===== src/rtl/periph_clk_gate_seq.sv =====
// rtl/periph_clk_gate_seq.sv - one-channel-at-a-time peripheral clock-gate sequencer
//
// Purpose: follows the requested clock-gate vector and applies changes to the
// clock-gate cell enables one channel at a time. Before a channel is gated,
// its peripheral is asked to quiesce. The sequencer then waits for that
// channel's idle flag or for a timeout. After a channel is ungated, the
// sequencer holds off for a fixed wake window.
//
// Ports:
//   HCLK              system clock
//   HRESETn           synchronous active-low reset
//   clk_gate_req_i    requested clock enables (1 = clock on)
//   periph_idle_i     peripheral idle flags, only sampled for the channel in service
//   clk_en_o          enables to the clock-gate cells
//   periph_stop_req_o quiesce request, one-hot or zero
//   busy_o            high while a channel is being serviced
//   timeout_evt_o     single-cycle pulse when a gating attempt gives up
//   timeout_idx_o     channel of the most recent timeout, held

module periph_clk_gate_seq #(
    parameter int N_PERIPH     = 32,
    parameter int IDLE_TIMEOUT = 64,
    parameter int WAKE_CYCLES  = 4
) (
    input  logic                        HCLK,
    input  logic                        HRESETn,
    input  logic [N_PERIPH-1:0]         clk_gate_req_i,
    input  logic [N_PERIPH-1:0]         periph_idle_i,
    output logic [N_PERIPH-1:0]         clk_en_o,
    output logic [N_PERIPH-1:0]         periph_stop_req_o,
    output logic                        busy_o,
    output logic                        timeout_evt_o,
    output logic [$clog2(N_PERIPH)-1:0] timeout_idx_o
);

    localparam int IW   = $clog2(N_PERIPH);
    localparam int TMAX = (IDLE_TIMEOUT > WAKE_CYCLES) ? IDLE_TIMEOUT : WAKE_CYCLES;
    localparam int TW   = $clog2(TMAX) + 1;

    typedef enum logic [1:0] {
        SCAN      = 2'd0,
        STOP_WAIT = 2'd1,
        WAKE      = 2'd2
    } state_t;

    state_t        state;
    logic [IW-1:0] idx;
    logic [TW-1:0] timer;
    logic [IW-1:0] idx_next;
    logic          req_bit;
    logic          en_bit;
    logic          idle_bit;

    // The pointer wraps explicitly, so N_PERIPH does not have to be a power of two.
    assign idx_next = (idx == IW'(N_PERIPH - 1)) ? '0 : idx + IW'(1);
    assign req_bit  = clk_gate_req_i[idx];
    assign en_bit   = clk_en_o[idx];
    assign idle_bit = periph_idle_i[idx];

    always_ff @(posedge HCLK) begin
        if (!HRESETn) begin
            state             <= SCAN;
            idx               <= '0;
            timer             <= '0;
            clk_en_o          <= '1;
            periph_stop_req_o <= '0;
            busy_o            <= 1'b0;
            timeout_evt_o     <= 1'b0;
            timeout_idx_o     <= '0;
        end else begin
            timeout_evt_o <= 1'b0;
            case (state)
                SCAN: begin
                    if (req_bit == en_bit) begin
                        idx <= idx_next;
                    end else if (!req_bit) begin
                        periph_stop_req_o[idx] <= 1'b1;
                        timer                  <= TW'(IDLE_TIMEOUT - 1);
                        busy_o                 <= 1'b1;
                        state                  <= STOP_WAIT;
                    end else begin
                        clk_en_o[idx] <= 1'b1;
                        timer         <= TW'(WAKE_CYCLES - 1);
                        busy_o        <= 1'b1;
                        state         <= WAKE;
                    end
                end
                STOP_WAIT: begin
                    // A request to re-enable the clock wins over idle, and idle
                    // wins over the timer. An abort therefore never reports a timeout.
                    if (req_bit) begin
                        periph_stop_req_o <= '0;
                        idx               <= idx_next;
                        busy_o            <= 1'b0;
                        state             <= SCAN;
                    end else if (idle_bit) begin
                        clk_en_o[idx]     <= 1'b0;
                        periph_stop_req_o <= '0;
                        idx               <= idx_next;
                        busy_o            <= 1'b0;
                        state             <= SCAN;
                    end else if (timer == '0) begin
                        // The clock is left running. The channel is retried on the next lap.
                        periph_stop_req_o <= '0;
                        timeout_evt_o     <= 1'b1;
                        timeout_idx_o     <= idx;
                        idx               <= idx_next;
                        busy_o            <= 1'b0;
                        state             <= SCAN;
                    end else begin
                        timer <= timer - TW'(1);
                    end
                end
                WAKE: begin
                    if (timer == '0) begin
                        idx    <= idx_next;
                        busy_o <= 1'b0;
                        state  <= SCAN;
                    end else begin
                        timer <= timer - TW'(1);
                    end
                end
                default: begin
                    periph_stop_req_o <= '0;
                    busy_o            <= 1'b0;
                    state             <= SCAN;
                end
            endcase
        end
    end

endmodule


===== config.mk =====
export PLATFORM = sky130hd
export DESIGN_NAME = periph_clk_gate_seq
export DESIGN_NICKNAME = d
export VERILOG_FILES = /design/src/rtl/periph_clk_gate_seq.sv
export SDC_FILE = /design/constraint.sdc
export NUM_CORES = 1
export LEC_CHECK = 0
export ABC_AREA = 1
export CORE_MARGIN = 5
export CORE_UTILIZATION = 47
export DETAILED_ROUTE_END_ITERATION = 8
export PLACE_DENSITY_LB_ADDON = 0.05
export SYNTH_ARGS = -nofsm -noshare
export SYNTH_HDL_FRONTEND = slang
export SYNTH_SLANG_ARGS = --single-unit

===== constraint.sdc =====
create_clock -name HCLK -period 5.31 [get_ports HCLK]
set_clock_uncertainty 0.1 [all_clocks]
set_input_delay 1.593 -clock HCLK [delete_from_list [all_inputs] [get_ports HCLK]]
set_output_delay 1.593 -clock HCLK [all_outputs]
set_load 0.01 [all_outputs]

==> run summary, run 1 <==
Status -> completed
Total power -> 3.188 mW
Iteration-0 DRC Markers -> 415
First-pass GRT wire length -> 26970 microns
Layout cells sized above 1 -> 0.08234
# IOs -> 137
Wire per inst -> 14.15 microns
Post-cts sizing count -> 0
Hold_ws -> 0.3554 ns
Post-CTS Setup Inserts -> 0
Startpoint Class -> input port
Peak supply drop -> 0.5495 mV
Number of global-route vias before repair -> 5394
Ranking of synthesized cells by area -> dfxtp_1 30%, nand2_1 16%, nand3_1 13%, inv_1 8.5%, nor2_1 5.3%
CTS Sinks -> 85
Htree depth -> 3
Crit. End Element -> flip-flop
Netlist Area Pre-Place -> 5700 sq um
Hpwl dp -> 11560 microns
Worst-path maximum fanout -> 33
Worst path arrival time -> 3.95 ns
Fillers -> 1199
Aggregate routed wire length -> 16350 microns
CTS tree -> done
Insertion delay to the later sink of the worst-skew pair -> 0.35 ns
Synth top area share -> 0.2985
Area grow syn2layout -> 27.68%
Die width -> 120.1 microns
Max-Cap Viols -> 0
Post-synthesis sequential area ratio -> 0.2985
Synth Register Bits -> 85
Max_slew headroom -> 0.3907
Port-buffer cells -> 136
DRC -> 0
Final Hold Viols -> 0
Cells after Synth -> 900
Clock slew at reported path FFs -> 0.06 ns
Layout Cells excl Fill -> 1155
Die Y-Extent -> 120.1 microns
Power Density -> 438.1 nW/um^2
Largest net degree at the start of global routing -> 65
Gr usage total -> 0.2274
Initial antenna violation count -> 0
Full die area -> 14430 sq um
CTS Buf Count -> 9
# diodes -> 0
Final core utilization -> 0.6085
Static Leakage -> 3.306 nW
Final net count -> 1080
Min Clock Period, post-route -> 3.839 ns
WS Path Type -> input port to flip-flop
Period utilization -> 0.7230
CTS Root Cell -> clkbuf_16
First-pass DRT Iterations -> 5
RSZ-0062 raised after global routing -> no
Hold crit path type -> flip-flop to flip-flop
Area leader, netlist -> dfxtp_1
Total grt overflow -> 0
Fin. max-slew vios -> 0
FMAX -> 260.5 MHz
Detail Route Antenna Nets -> 0
Initial Util -> 0.4766
Final setup fails -> 0
Post-Syn Nets -> 976
WP data required -> 5.42 ns
Dpl cells -> 1140
Core area -> 11960 sq um
Row count -> 40
Number of synthesis warnings -> 0
CTS max path bufs -> 2
Syn_area_per_cell -> 6.334 sq um
Detailed-route via count -> 5967
# hold bufs at CTS -> 0
Via density per instance -> 5.166
Netlist cell types -> 34
GP Congestion -> 0.8604
Slew @ Worst Pin -> 0.9119 ns
Setup TNS -> 0 ns
[layout by cell type, fill, tap and decap left out, types with 2 or more instances in the layout]
master           netlist  layout
nand2_1              238     238
nand3_1              144     144
clkdlybuf4s50_1        0     136
inv_1                129     129
dfxtp_1               85      84
nor2_1                81      81
nand4_1               32      32
a21oi_2               31      31
o21ai_0               27      27
a21oi_1               21      21
o21ai_1               13      13
ha_1                  10      10
clkbuf_16              0       9
buf_4                  2       7
nand2_2                6       6
nor2_2                 5       5
inv_2                  4       4
nand2_4                4       4
xor2_1                 3       3
nand3_2                2       2
clkinv_1               2       2
nor3_1                 2       2
a21oi_4                2       2
bufinv_16              0       2
clkbuf_8               0       2
[cell usage after synthesis, drive strengths merged]
cell	number
nor2	88
nand4	33
buf	36
o211ai	1
a31oi	1
o21ai	41
dfxtp	85
clkinv	2
ha	10
inv	134
nand2	248
clkbuf	14
nand3	147
a21oi	54
nor3	2
xor2	3
xnor2	1
[report_power, final]
part,internal (mW),total (mW),switching [mW],leakage (nW)
logic,0.510,1.74,1.23,2.46
clock network,0.436,0.693,0.257,0.159
registers,0.701,0.755,0.0539,0.690
[worst paths after layout]
kind | start | to | slack (ns) | cells after the start
hold reg to reg | periph_stop_req_o[9] | periph_stop_req_o[9] | 0.36 | 2
setup / recovery | clk_gate_req_i[5] | flip-flop | 1.47 | 15
setup reg to reg | timer[0] | periph_stop_req_o[31] | 2.04 | 12
hold / removal | periph_stop_req_o[9] | periph_stop_req_o[9] | 0.36 | 2
[per-layer routing]
layer,vias to the layer above,part of all wire,GRT usage
li1,3065,-,-
met1,2656,0.46,0.3048
met2,214,0.45,0.3607
met3,32,0.065,0.04100
met4,0,0.025,0.09234
met5,-,0,0
[final cells by class]
| class | count | area, sq um | area share |
|---|---|---|---|
| flip-flops and latches | 85 | 1703 | 0.2340 |
| clock inverters | 3 | 68.82 | 0.009455 |
| multi-input cells | 629 | 3139 | 0.4313 |
| clock buffers | 12 | 256.5 | 0.03524 |
| inverters | 136 | 513.0 | 0.07048 |
| well taps | 147 | 183.9 | 0.02527 |
| repair buffers | 143 | 1414 | 0.1943 |
[per-stage QoR]
stage / cell area [sq um] / setup slack [ns]
after CTS: 7278 / 1.509
after global placement: 6953 / 1.174
after detailed placement: 6953 / 1.148
after global routing: 7278 / 1.208
final: 7278 / 1.471
after floorplan: 5700 / 2.251
[cell families (layout without fill, tap and decap cells)]
family                     after synthesis  after routing  share of synthesized area
adders and majority gates               10             10                    0.02195
and+or+nand+nor                        518            518                     0.4091
AOI/OAI and AO/OA                       97             97                     0.1135
buffers and inverters                  186            294                     0.1508
xor gates and xnor gates                 4              4                   0.006147
DFF                                     85             85                     0.2985
[worst max-delay path, stage by stage]
cell	delay, ns
clkdlybuf4s50_1	0.41
inv_1	0.05
nand2_1	0.04
nand3_1	0.10
nand2_1	0.07
nand2_1	0.05
nand2_1	0.06
nor2_2	0.16
nand2_4	0.15
a21oi_2	0.13
nor2_1	0.07
a21oi_4	0.71
nand3_1	0.16
nand2_1	0.10
nand3_1	0.06
No activity file was read; power rests on OpenSTA's default activity.
==> run 2, diff against run 1 <==
==> constraint.sdc (replaced) <==
create_clock -name HCLK -period 3.8 [get_ports HCLK]
set_clock_uncertainty 0.1 [all_clocks]
set_input_delay 1.14 -clock HCLK [delete_from_list [all_inputs] [get_ports HCLK]]
set_output_delay 1.14 -clock HCLK [all_outputs]
set_load 0.01 [all_outputs]
==> run 2 against run 1 <==
Cell area is 0.46% higher. Worst setup slack worse by 0.67 ns. Largest power group unchanged. Clock power is 30% higher. Hold slack worse by 0.0040 ns. Global-route usage is 0.12 points higher. Largest cell class unchanged. Flip-flop and latch count stayed put. Routed wire length is 0.94% higher. Non-clock buffer count is 5 higher. Power is 40% higher.
==> run summary, run 2 (synthesis results as in run 1) <==
Status -> completed
Full die area -> 14430 sq um (unchanged)
Sequential Power Share -> 0.237 (about the same)
Number of global-route vias before repair -> 5432 (+0.70%)
Port-buffer cells -> 136 (unchanged)
Post-cts sizing count -> 0 (unchanged)
P_int -> 2.263 mW (+37%)
Clock slew at reported path FFs -> 0.07 ns (about the same)
Row count -> 40 (unchanged)
Layout cells sized above 1 -> 0.08786 (+0.005517)
Htree depth -> 3 (unchanged)
WP data required -> 3.99 ns (-1.43 ns)
WS Path Type -> input port to flip-flop
Total grt overflow -> 0 (unchanged)
Die width -> 120.1 microns (unchanged)
Largest net degree at the start of global routing -> 65 (unchanged)
Hold_ws -> 0.3515 ns (-0.003950 ns)
CTS max path bufs -> 2 (unchanged)
Final Hold Viols -> 0 (unchanged)
Sw frac -> 0.4933 (+0.009951)
CTS tree -> done
Setup WS pre-CTS -> 0.4424 ns (-0.7060 ns)
Clk pwr share -> 0.201 (-0.016)
Gr usage total -> 0.2287 (+0.001212)
Final worst setup slack -> 0.8014 ns (-0.6697 ns)
Wire per inst -> 14.22 microns (+0.50%)
Static Leakage -> 3.320 nW (+0.44%)
CTS Root Cell -> clkbuf_16
Slowest-stage cell, CP -> clkdlybuf4s50_1
Slew @ Worst Pin -> 0.6400 ns (-0.2718 ns)
RSZ-0062 raised after global routing -> no
Detailed-route via count -> 5927 (-0.67%)
Insertion delay to the later sink of the worst-skew pair -> 0.35 ns (about the same)
Fin. max-slew vios -> 0 (unchanged)
Iteration-0 DRC Markers -> 469 (+13%)
# IOs -> 137 (unchanged)
First-pass GRT wire length -> 27110 microns (+0.54%)
Max-Cap Viols -> 0 (unchanged)
Detail Route Antenna Nets -> 0 (unchanged)
Layout Cells excl Fill -> 1160 (+0.43%)
Power Density -> 610.8 nW/um^2 (+39%)
DRC -> 0 (unchanged)
Dpl cells -> 1145 (+0.44%)
Area grow syn2layout -> 28.27%
Core area -> 11960 sq um (unchanged)
CTS Sinks -> 85 (unchanged)
# diodes -> 0 (unchanged)
Min Clock Period, post-route -> 2.999 ns
Peak per-stage delay on the critical path -> 0.39 ns (-0.32 ns)
Total power -> 4.466 mW (+40%)
Post-CTS Setup Inserts -> 0 (unchanged)
Worst path arrival time -> 3.18 ns (-0.77 ns)
Max_slew headroom -> 0.5733 (+0.1826)
Final setup fails -> 0 (unchanged)
Fillers -> 1202 (+0.25%)
Startpoint Class -> input port
# hold bufs at CTS -> 0 (unchanged)
Initial antenna violation count -> 0 (unchanged)
Most common cell after layout, fill and taps aside -> nand2_1
FMAX -> 333.5 MHz
Hpwl dp -> 11850 microns (+2.5%)
Hold crit path type -> flip-flop to flip-flop
Most frequent cells in the layout -> 238 x nand2_1, 144 x nand3_1, 136 x clkdlybuf4s50_1, 129 x inv_1, 84 x dfxtp_1
First-pass DRT Iterations -> 5 (unchanged)
Comb power frac -> 0.561 (+0.015)
GP Congestion -> 0.8913 (+3.6%)
Net Sw Power -> 2.203 mW (+43%)
Aggregate routed wire length -> 16500 microns (+0.94%)
Via density per instance -> 5.109 (-1.1%)
Worst-path maximum fanout -> 32 (-3.0%)
Initial Util -> 0.4766 (unchanged)
Peak supply drop -> 0.3956 mV (-28%)
Die Y-Extent -> 120.1 microns (unchanged)
Final net count -> 1085 (+0.46%)
CP Cell Sequence -> clkdlybuf4s50_1 -> inv_1 -> nand2_1 -> nand3_1 -> nand2_1 -> nand2_1 -> nand2_1 -> nor2_2 -> nand2_4 -> inv_2 -> nand2_2 -> nand2_2 -> buf_4 -> nand3_1 -> a21oi_2
Most common cell on crit path -> nand2_1
Period utilization -> 0.7891
Setup TNS -> 0 ns (unchanged)
Crit. End Element -> flip-flop
CTS Buf Count -> 9 (unchanged)
run 2: cell types whose count changed in the layout (fill, tap and decap cells not counted), sizes merged:
cell      previous run  this run
inv                134       136
clkinvlp             0         2
clkbuf              12         9
bufinv               2         1
buf                  7        12
run 2: metrics by stage:
| stage | instance area (sq um) | util |
|---|---|---|
| floorplan | 5700 | - |
| global placement | 7015 | 0.5865 |
| detailed placement | 7015 | 0.5865 |
| CTS | 7312 | 0.6113 |
| global route | 7312 | 0.6113 |
| finish | 7312 | 0.6113 |
run 2: critical path: cells and delay by family:
family	cells	cell delay, ns
buf+inv	4	0.91
simple gates	10	0.96
compound gates	1	0.15
run 2: layout make-up:
cell class | instances | area (sq um) | share of cell area
clock buffers | 9 | 225.2 | 0.03080
clock inverters | 6 | 71.32 | 0.009754
inverters | 136 | 513.0 | 0.07016
multi-input cells | 629 | 3139 | 0.4293
flip-flops and latches | 85 | 1703 | 0.2329
well taps | 147 | 183.9 | 0.02515
repair buffers | 148 | 1476 | 0.2019
run 2: metal layers:
metal	part of all wire	track usage	vias up
li1	-	-	3079
met1	0.44	0.2979	2608
met2	0.45	0.3656	213
met3	0.078	0.05749	27
met4	0.024	0.08304	0
met5	0	0	-
run 2: path summary, 6_finish.rpt:
check                                           from                    end  depth (start not counted)  slack (ns)
worst max-delay path               clk_gate_req_i[0]  periph_stop_req_o[21]                         15        0.80
worst min-delay path            periph_stop_req_o[0]   periph_stop_req_o[0]                          2        0.35
worst max register to register                idx[0]  periph_stop_req_o[21]                         14        1.12
worst min register to register  periph_stop_req_o[0]   periph_stop_req_o[0]                          2        0.35
run 2: power groups by stage:
stage	logic [mW]	registers, mW	clock network, mW
after floorplan	2.00	1.07	0
after global placement	2.48	1.08	0
after detailed placement	2.50	1.08	0
after CTS	2.51	1.06	0.917
after global routing	2.81	1.07	0.950
final	2.51	1.06	0.900
